### config.mk
export PLATFORM = sky130hd
export DESIGN_NAME = rvv_vd_writeback
export DESIGN_NICKNAME = d
export VERILOG_FILES = /design/src/rtl/rvv_vd_writeback_pkg.sv /design/src/rtl/rvv_elem_insert.sv /design/src/rtl/rvv_vd_writeback.sv
export SDC_FILE = /design/constraint.sdc
export NUM_CORES = 1
export LEC_CHECK = 0
export CAP_MARGIN = 20
export CELL_PAD_IN_SITES_DETAIL_PLACEMENT = 1
export CELL_PAD_IN_SITES_GLOBAL_PLACEMENT = 1
export CORE_ASPECT_RATIO = 0.9
export CORE_MARGIN = 4
export CORE_UTILIZATION = 35
export CTS_CLUSTER_DIAMETER = 200
export CTS_CLUSTER_SIZE = 28
export DETAILED_ROUTE_END_ITERATION = 6
export HOLD_SLACK_MARGIN = 0.08
export PLACE_DENSITY = 0.74
export REMOVE_ABC_BUFFERS = 1
export SLEW_MARGIN = 20
export SYNTH_ARGS = -nofsm -noshare
export SYNTH_HDL_FRONTEND = slang
export SYNTH_HIERARCHICAL = 1
export SYNTH_SLANG_ARGS = --single-unit
### constraint.sdc
create_clock -name clk -period 12.4 [get_ports clk]
set_input_delay 1.24 -clock clk [delete_from_list [all_inputs] [get_ports clk]]
set_output_delay 1.24 -clock clk [all_outputs]
set_load 0.03 [all_outputs]
### src/rtl/rvv_vd_writeback_pkg.sv
// Shared definitions for the vector destination writeback block: FSM state codes,
// SEW encodings and the per-SEW byte-enable pattern of a single element.
package rvv_vd_writeback_pkg;

    localparam logic [1:0] ST_IDLE    = 2'd0;
    localparam logic [1:0] ST_COLLECT = 2'd1;
    localparam logic [1:0] ST_WRITE   = 2'd2;

    localparam logic [2:0] SEW_8  = 3'd0;
    localparam logic [2:0] SEW_16 = 3'd1;
    localparam logic [2:0] SEW_32 = 3'd2;
    localparam logic [2:0] SEW_64 = 3'd3;

    // Byte-enable pattern of one element at byte offset zero.
    function automatic logic [7:0] elem_be(input logic [2:0] vsew);
        case (vsew)
            SEW_8:   elem_be = 8'h01;
            SEW_16:  elem_be = 8'h03;
            SEW_32:  elem_be = 8'h0F;
            default: elem_be = 8'hFF;
        endcase
    endfunction

endpackage

### src/rtl/rvv_elem_insert.sv
// Places one lane's element into a VLEN-wide image with matching byte enables;
// dropped writes (tail, out of range, masked off, not valid) yield all-zero enables.
module rvv_elem_insert
    import rvv_vd_writeback_pkg::*;
#(
    parameter int VLEN = 128
) (
    input  logic [2:0]        vsew,
    input  logic [9:0]        idx,
    input  logic [10:0]       vl,
    input  logic              mask_en,
    input  logic [VLEN-1:0]   v0,
    input  logic [63:0]       vd,
    input  logic              vld,
    output logic [VLEN-1:0]   data,
    output logic [VLEN/8-1:0] be
);

    localparam int NBYTES = VLEN / 8;

    logic [16:0] off;
    logic [63:0] elem;
    logic        mask_bit;
    logic        keep;

    always_comb begin
        off = {7'b0, idx} << ({1'b0, vsew[1:0]} + 3'd3);

        // Indices beyond VLEN read as mask-off rather than indexing past v0.
        mask_bit = 1'b0;
        for (int i = 0; i < VLEN; i++) begin
            if (idx == 10'(i)) mask_bit = v0[i];
        end

        keep = vld && ({1'b0, idx} < vl) && (off < 17'(VLEN)) && (!mask_en || mask_bit);

        case (vsew)
            SEW_8:   elem = {56'b0, vd[7:0]};
            SEW_16:  elem = {48'b0, vd[15:0]};
            SEW_32:  elem = {32'b0, vd[31:0]};
            default: elem = vd;
        endcase

        data = '0;
        be   = '0;
        if (keep) begin
            data = VLEN'(elem) << off;
            be   = NBYTES'(elem_be(vsew)) << off[16:3];
        end
    end

endmodule

### src/rtl/rvv_vd_writeback.sv
// Collects per-lane ALU results for one vector instruction into a VLEN-wide
// destination image, then issues a single byte-enabled register-file write.
module rvv_vd_writeback
    import rvv_vd_writeback_pkg::*;
#(
    parameter int VLEN     = 128,
    parameter int NB_LANES = 1
) (
    input  logic                        clk,
    input  logic                        reset,
    input  logic                        start,
    input  logic [4:0]                  vd_addr,
    input  logic [2:0]                  vsew,
    input  logic [10:0]                 vl,
    input  logic                        mask_en,
    input  logic [VLEN-1:0]             v0,
    input  logic [64*(1<<NB_LANES)-1:0] lane_vd,
    input  logic [10*(1<<NB_LANES)-1:0] lane_idx,
    input  logic [(1<<NB_LANES)-1:0]    lane_vld,
    input  logic                        alu_done,
    output logic                        wr_valid,
    input  logic                        wr_ready,
    output logic [4:0]                  wr_addr,
    output logic [VLEN-1:0]             wr_data,
    output logic [VLEN/8-1:0]           wr_be,
    output logic                        busy,
    output logic                        done,
    output logic                        err
);

    localparam int LANES  = 1 << NB_LANES;
    localparam int NBYTES = VLEN / 8;

    logic [1:0]        state;
    logic [2:0]        vsew_q;
    logic [10:0]       vl_q;
    logic              mask_q;
    logic [VLEN-1:0]   v0_q;
    logic [VLEN-1:0]   data_q;
    logic [NBYTES-1:0] be_q;
    logic [4:0]        addr_q;
    logic              done_q;
    logic              err_q;

    logic [VLEN-1:0]   ins_data [LANES];
    logic [NBYTES-1:0] ins_be   [LANES];
    logic [VLEN-1:0]   merge_data;
    logic [NBYTES-1:0] merge_be;

    for (genvar g = 0; g < LANES; g++) begin : g_lane
        rvv_elem_insert #(.VLEN(VLEN)) u_insert (
            .vsew    (vsew_q),
            .idx     (lane_idx[10*g +: 10]),
            .vl      (vl_q),
            .mask_en (mask_q),
            .v0      (v0_q),
            .vd      (lane_vd[64*g +: 64]),
            .vld     (lane_vld[g]),
            .data    (ins_data[g]),
            .be      (ins_be[g])
        );
    end

    // Ascending lane order lets the highest-numbered lane win on equal indices.
    always_comb begin
        merge_data = data_q;
        merge_be   = be_q;
        for (int l = 0; l < LANES; l++) begin
            for (int b = 0; b < NBYTES; b++) begin
                if (ins_be[l][b]) merge_data[8*b +: 8] = ins_data[l][8*b +: 8];
            end
            merge_be = merge_be | ins_be[l];
        end
    end

    always_ff @(posedge clk) begin
        if (reset) begin
            state  <= ST_IDLE;
            vsew_q <= SEW_8;
            vl_q   <= '0;
            mask_q <= 1'b0;
            v0_q   <= '0;
            data_q <= '0;
            be_q   <= '0;
            addr_q <= '0;
            done_q <= 1'b0;
            err_q  <= 1'b0;
        end else begin
            done_q <= 1'b0;
            err_q  <= 1'b0;
            case (state)
                ST_IDLE: begin
                    if (start) begin
                        if (vsew <= SEW_64) begin
                            vsew_q <= vsew;
                            vl_q   <= vl;
                            mask_q <= mask_en;
                            v0_q   <= v0;
                            addr_q <= vd_addr;
                            data_q <= '0;
                            be_q   <= '0;
                            state  <= ST_COLLECT;
                        end else begin
                            err_q <= 1'b1;
                        end
                    end
                end
                ST_COLLECT: begin
                    data_q <= merge_data;
                    be_q   <= merge_be;
                    if (alu_done) state <= ST_WRITE;
                end
                ST_WRITE: begin
                    if (wr_ready) begin
                        state  <= ST_IDLE;
                        done_q <= 1'b1;
                    end
                end
                default: state <= ST_IDLE;
            endcase
        end
    end

    assign wr_valid = (state == ST_WRITE);
    assign busy     = (state != ST_IDLE);
    assign wr_addr  = addr_q;
    assign wr_data  = data_q;
    assign wr_be    = be_q;
    assign done     = done_q;
    assign err      = err_q;

endmodule

==> flow_summary.json <==
{
  "hp-class": "flop to flop",
  "syn-instance-count": 4806,
  "synth_xor_area_share_pct": 0.0521,
  "ys.warnings.count": 6,
  "utilization_pct": 41.1,
  "final_common_cell": "nand2_1",
  "reg2reg_from": "vsew_q[0]$_SDFFE_PP0P_",
  "chipWidth_um": 335,
  "crit_fanout": 63,
  "r2r-end": "wr_data[60]$_SDFFE_PP0P_",
  "synth_top_family_by_area": "compound AO/OA/AOI/OAI gates",
  "fin_ws_ps": 5600,
  "yosysUniqueCellTypes": 100,
  "track_usage_pct": 37.8,
  "worstMarginPinSlew_ps": 1260,
  "wl_per_cell_um": 32.8,
  "status": "completed",
  "rows": 107,
  "leakage_nw": 12.8,
  "finClkSkew_ps": 45.0,
  "clockBufferDepth": 3,
  "critPathMaxStageDelay_ps": 1040,
  "cp-end-kind": "flop",
  "yosys.area_share.simple_pct": 25.7,
  "cp_cell_sequence": "clkdlybuf4s50_1, nand4b_1, nor3b_2, a32oi_1, o211ai_1, o211ai_1, a211oi_1, a21oi_4, buf_4, buf_4, nor4_2, nor2_1, o21ai_4, mux2i_1",
  "critical_path.startpoint": "lane_idx[19]",
  "nets": 5244,
  "ys_async_sr_fraction_pct": 0,
  "mostFrequentLayoutCells": "nand2_1, clkdlybuf4s50_1, a21oi_1, mux2i_1, nor2_1",
  "cp_top_family": "simple AND/OR/NAND/NOR gates",
  "preCtsSetupSlack_ps": 5150,
  "cts_buffers": 15,
  "dieArea_um2": 101000,
  "antenna_left": 0,
  "clkSlewWorstSetupHoldPaths_ps": 120,
  "rsz0062_at_grt": "no",
  "vias_per_cell": 6.79,
  "die_height_um": 302,
  "finalHoldViolations": 0,
  "setup_viol": 0,
  "path_class": "primary input to flop",
  "synth.yosys.seq_area_share_pct": 17.6,
  "synth.avg_cell_area_um2": 7.00,
  "dpl.hpwl_mm": 156,
  "finalCriticalPeriod_ps": 6800,
  "synth-seq-cells": 296,
  "grt_start_max_net_pins": 96,
  "drc": 0,
  "grt_pass1_vias": 40911,
  "cp.required_ps": 12900,
  "top_usage_layer": "met2",
  "endpoint": "wr_data[42]$_SDFFE_PP0P_",
  "synth_compound_area_share_pct": 33.1,
  "worst-r2r-cell-count": 13,
  "fin_crit_sh_pct": 54.9,
  "grt_use_met2_pct": 58.0,
  "synth_edf_count": 0,
  "grtUsageMet1_pct": 50.8,
  "multiInputGateArea_um2": 25400,
  "path_depth": 14,
  "ff2ff_setup_slack_ps": 5720,
  "netlist_area_um2": 33600,
  "cts_hold_buf": 0,
  "clkLatencyLatePin_ps": 580,
  "ctsResizeCount": 0,
  "maxSlewHeadroom_pct": 16.0,
  "drtIter0Drc": 5062,
  "area_growth_pct": 16.1,
  "antenna_found_initial": 15,
  "io_pins": 456,
  "postCtsSetupRepairBufs": 0,
  "wirelength_mm": 202,
  "synthAdderAreaFrac_pct": 0.893,
  "drv_slew": 0,
  "num_vias": 41939,
  "critPathBufInv": 3,
  "maxCapViolations": 0,
  "ff_latch_area_um2": 5930,
  "gp_congestion": 1.08,
  "core_um2": 95100,
  "grt_overflow": 0,
  "max_freq_ghz": 0.147,
  "synthMuxAreaShare_pct": 14.9,
  "p_per_area_nw_per_um2": 76.5,
  "fill_cells": 11970,
  "cp-start-kind": "primary input",
  "cts_tree": "yes",
  "start_util_pct": 35.4,
  "grt_use_met3_pct": 10.6,
  "cts-root-buf": "clkbuf_16",
  "slowest_stage": "nor4_2",
  "grt_pass1_wl_mm": 290,
  "final_layout_size_suffix_gt1_share_pct": 8.70,
  "first_pass_iters": 7,
  "io_buffers": 455,
  "cp_data_arrival_time_ps": 7310,
  "h-tree-depth": 1,
  "ir_drop_mv": 0.0867,
  "clkSinkCount": 296,
  "synth_top_flop_cell": "dfxtp_1"
}
==> registers in the layout, summed over array words and instances (netlist names) <==
register and count:
vl_q 11, mask_q 1, wr_data 128, state 2, vsew_q 3, v0_q 128, wr_addr 5, err 1
done 1, wr_be 16
==> cell families after synthesis <==
| kind of cell | after synthesis |
|---|---|
| and+or+nand+nor | 1847 |
| AOI/OAI and AO/OA | 1615 |
| buffers and inverters | 556 |
| muxes | 466 |
| DFF | 296 |
| adders and majority gates | 24 |
| xor gates and xnor gates | 2 |
==> cell type report <==
type	count	share of cell area, %
Tap cell	1253	4.01
Clock buffer	16	0.971
Sequential cell	296	15.2
Inverter	63	0.609
Multi-Input combinational cell	3954	64.9
Antenna cell	4	0.0256
Clock inverter	3	0.151
Timing Repair Buffer	587	14.1
==> metal layers <==
metal,part of all wire (%),routed length [um]
met5,0.031,62
met4,4.4,8900
met3,10,20900
met2,43,86400
met1,43,86200
==> report_power, final <==
| group | internal (mW) | total [mW] | switching, mW | leakage [nW] |
|---|---|---|---|---|
| registers | 0.974 | 1.01 | 0.0357 | 2.40 |
| clock network | 0.233 | 0.606 | 0.373 | 0.212 |
| logic | 0.399 | 1.37 | 0.972 | 10.1 |
==> worst min path at each step <==
| stage | endpoint | depth (start not counted) | from | slack, ps |
|---|---|---|---|---|
| final | wr_data[74]$_SDFFE_PP0P_ | 2 | wr_data[74]$_SDFFE_PP0P_ | 460 |
| after global placement | wr_addr[2]$_SDFFE_PP0P_ | 2 | wr_addr[2]$_SDFFE_PP0P_ | 440 |
| after global routing | wr_addr[3]$_SDFFE_PP0P_ | 2 | wr_addr[3]$_SDFFE_PP0P_ | 490 |
| after detailed placement | wr_data[74]$_SDFFE_PP0P_ | 2 | wr_data[74]$_SDFFE_PP0P_ | 450 |
| after floorplan | v0_q[83]$_SDFFE_PP0P_ | 2 | v0_q[83]$_SDFFE_PP0P_ | 430 |
| after CTS | wr_addr[2]$_SDFFE_PP0P_ | 2 | wr_addr[2]$_SDFFE_PP0P_ | 470 |
==> worst min-delay path: stages (launching register included) <==
cell and delay (ps):
dfxtp_1 320, nand2_1 50, mux2i_1 50
==> metrics by stage <==
stage	hold WS, ps	std cells	setup TNS, ps	power [mW]	instance area, um2
final	465	6176	0	2.99	39100
after CTS	469	6169	0	2.94	39000
after floorplan	433	4313	-18800	1.71	31300
after global routing	485	6172	0	3.08	39000
after global placement	443	6148	0	2.33	38500
after detailed placement	447	6150	0	2.33	38600
==> cell usage after synthesis (72+ instances only) <==
cell	n	area, um2
a211oi_1	124	931
a21oi_1	437	2190
a22oi_1	100	751
buf_2	242	1210
clkbuf_1	179	672
dfxtp_1	296	5930
mux2_2	120	1350
mux2i_1	326	3260
nand2_1	840	3150
nand3_1	72	360
nor2_1	315	1180
nor3_1	197	986
nor4_1	142	888
o21ai_0	207	1040
Power figures use the tool's default switching activity.
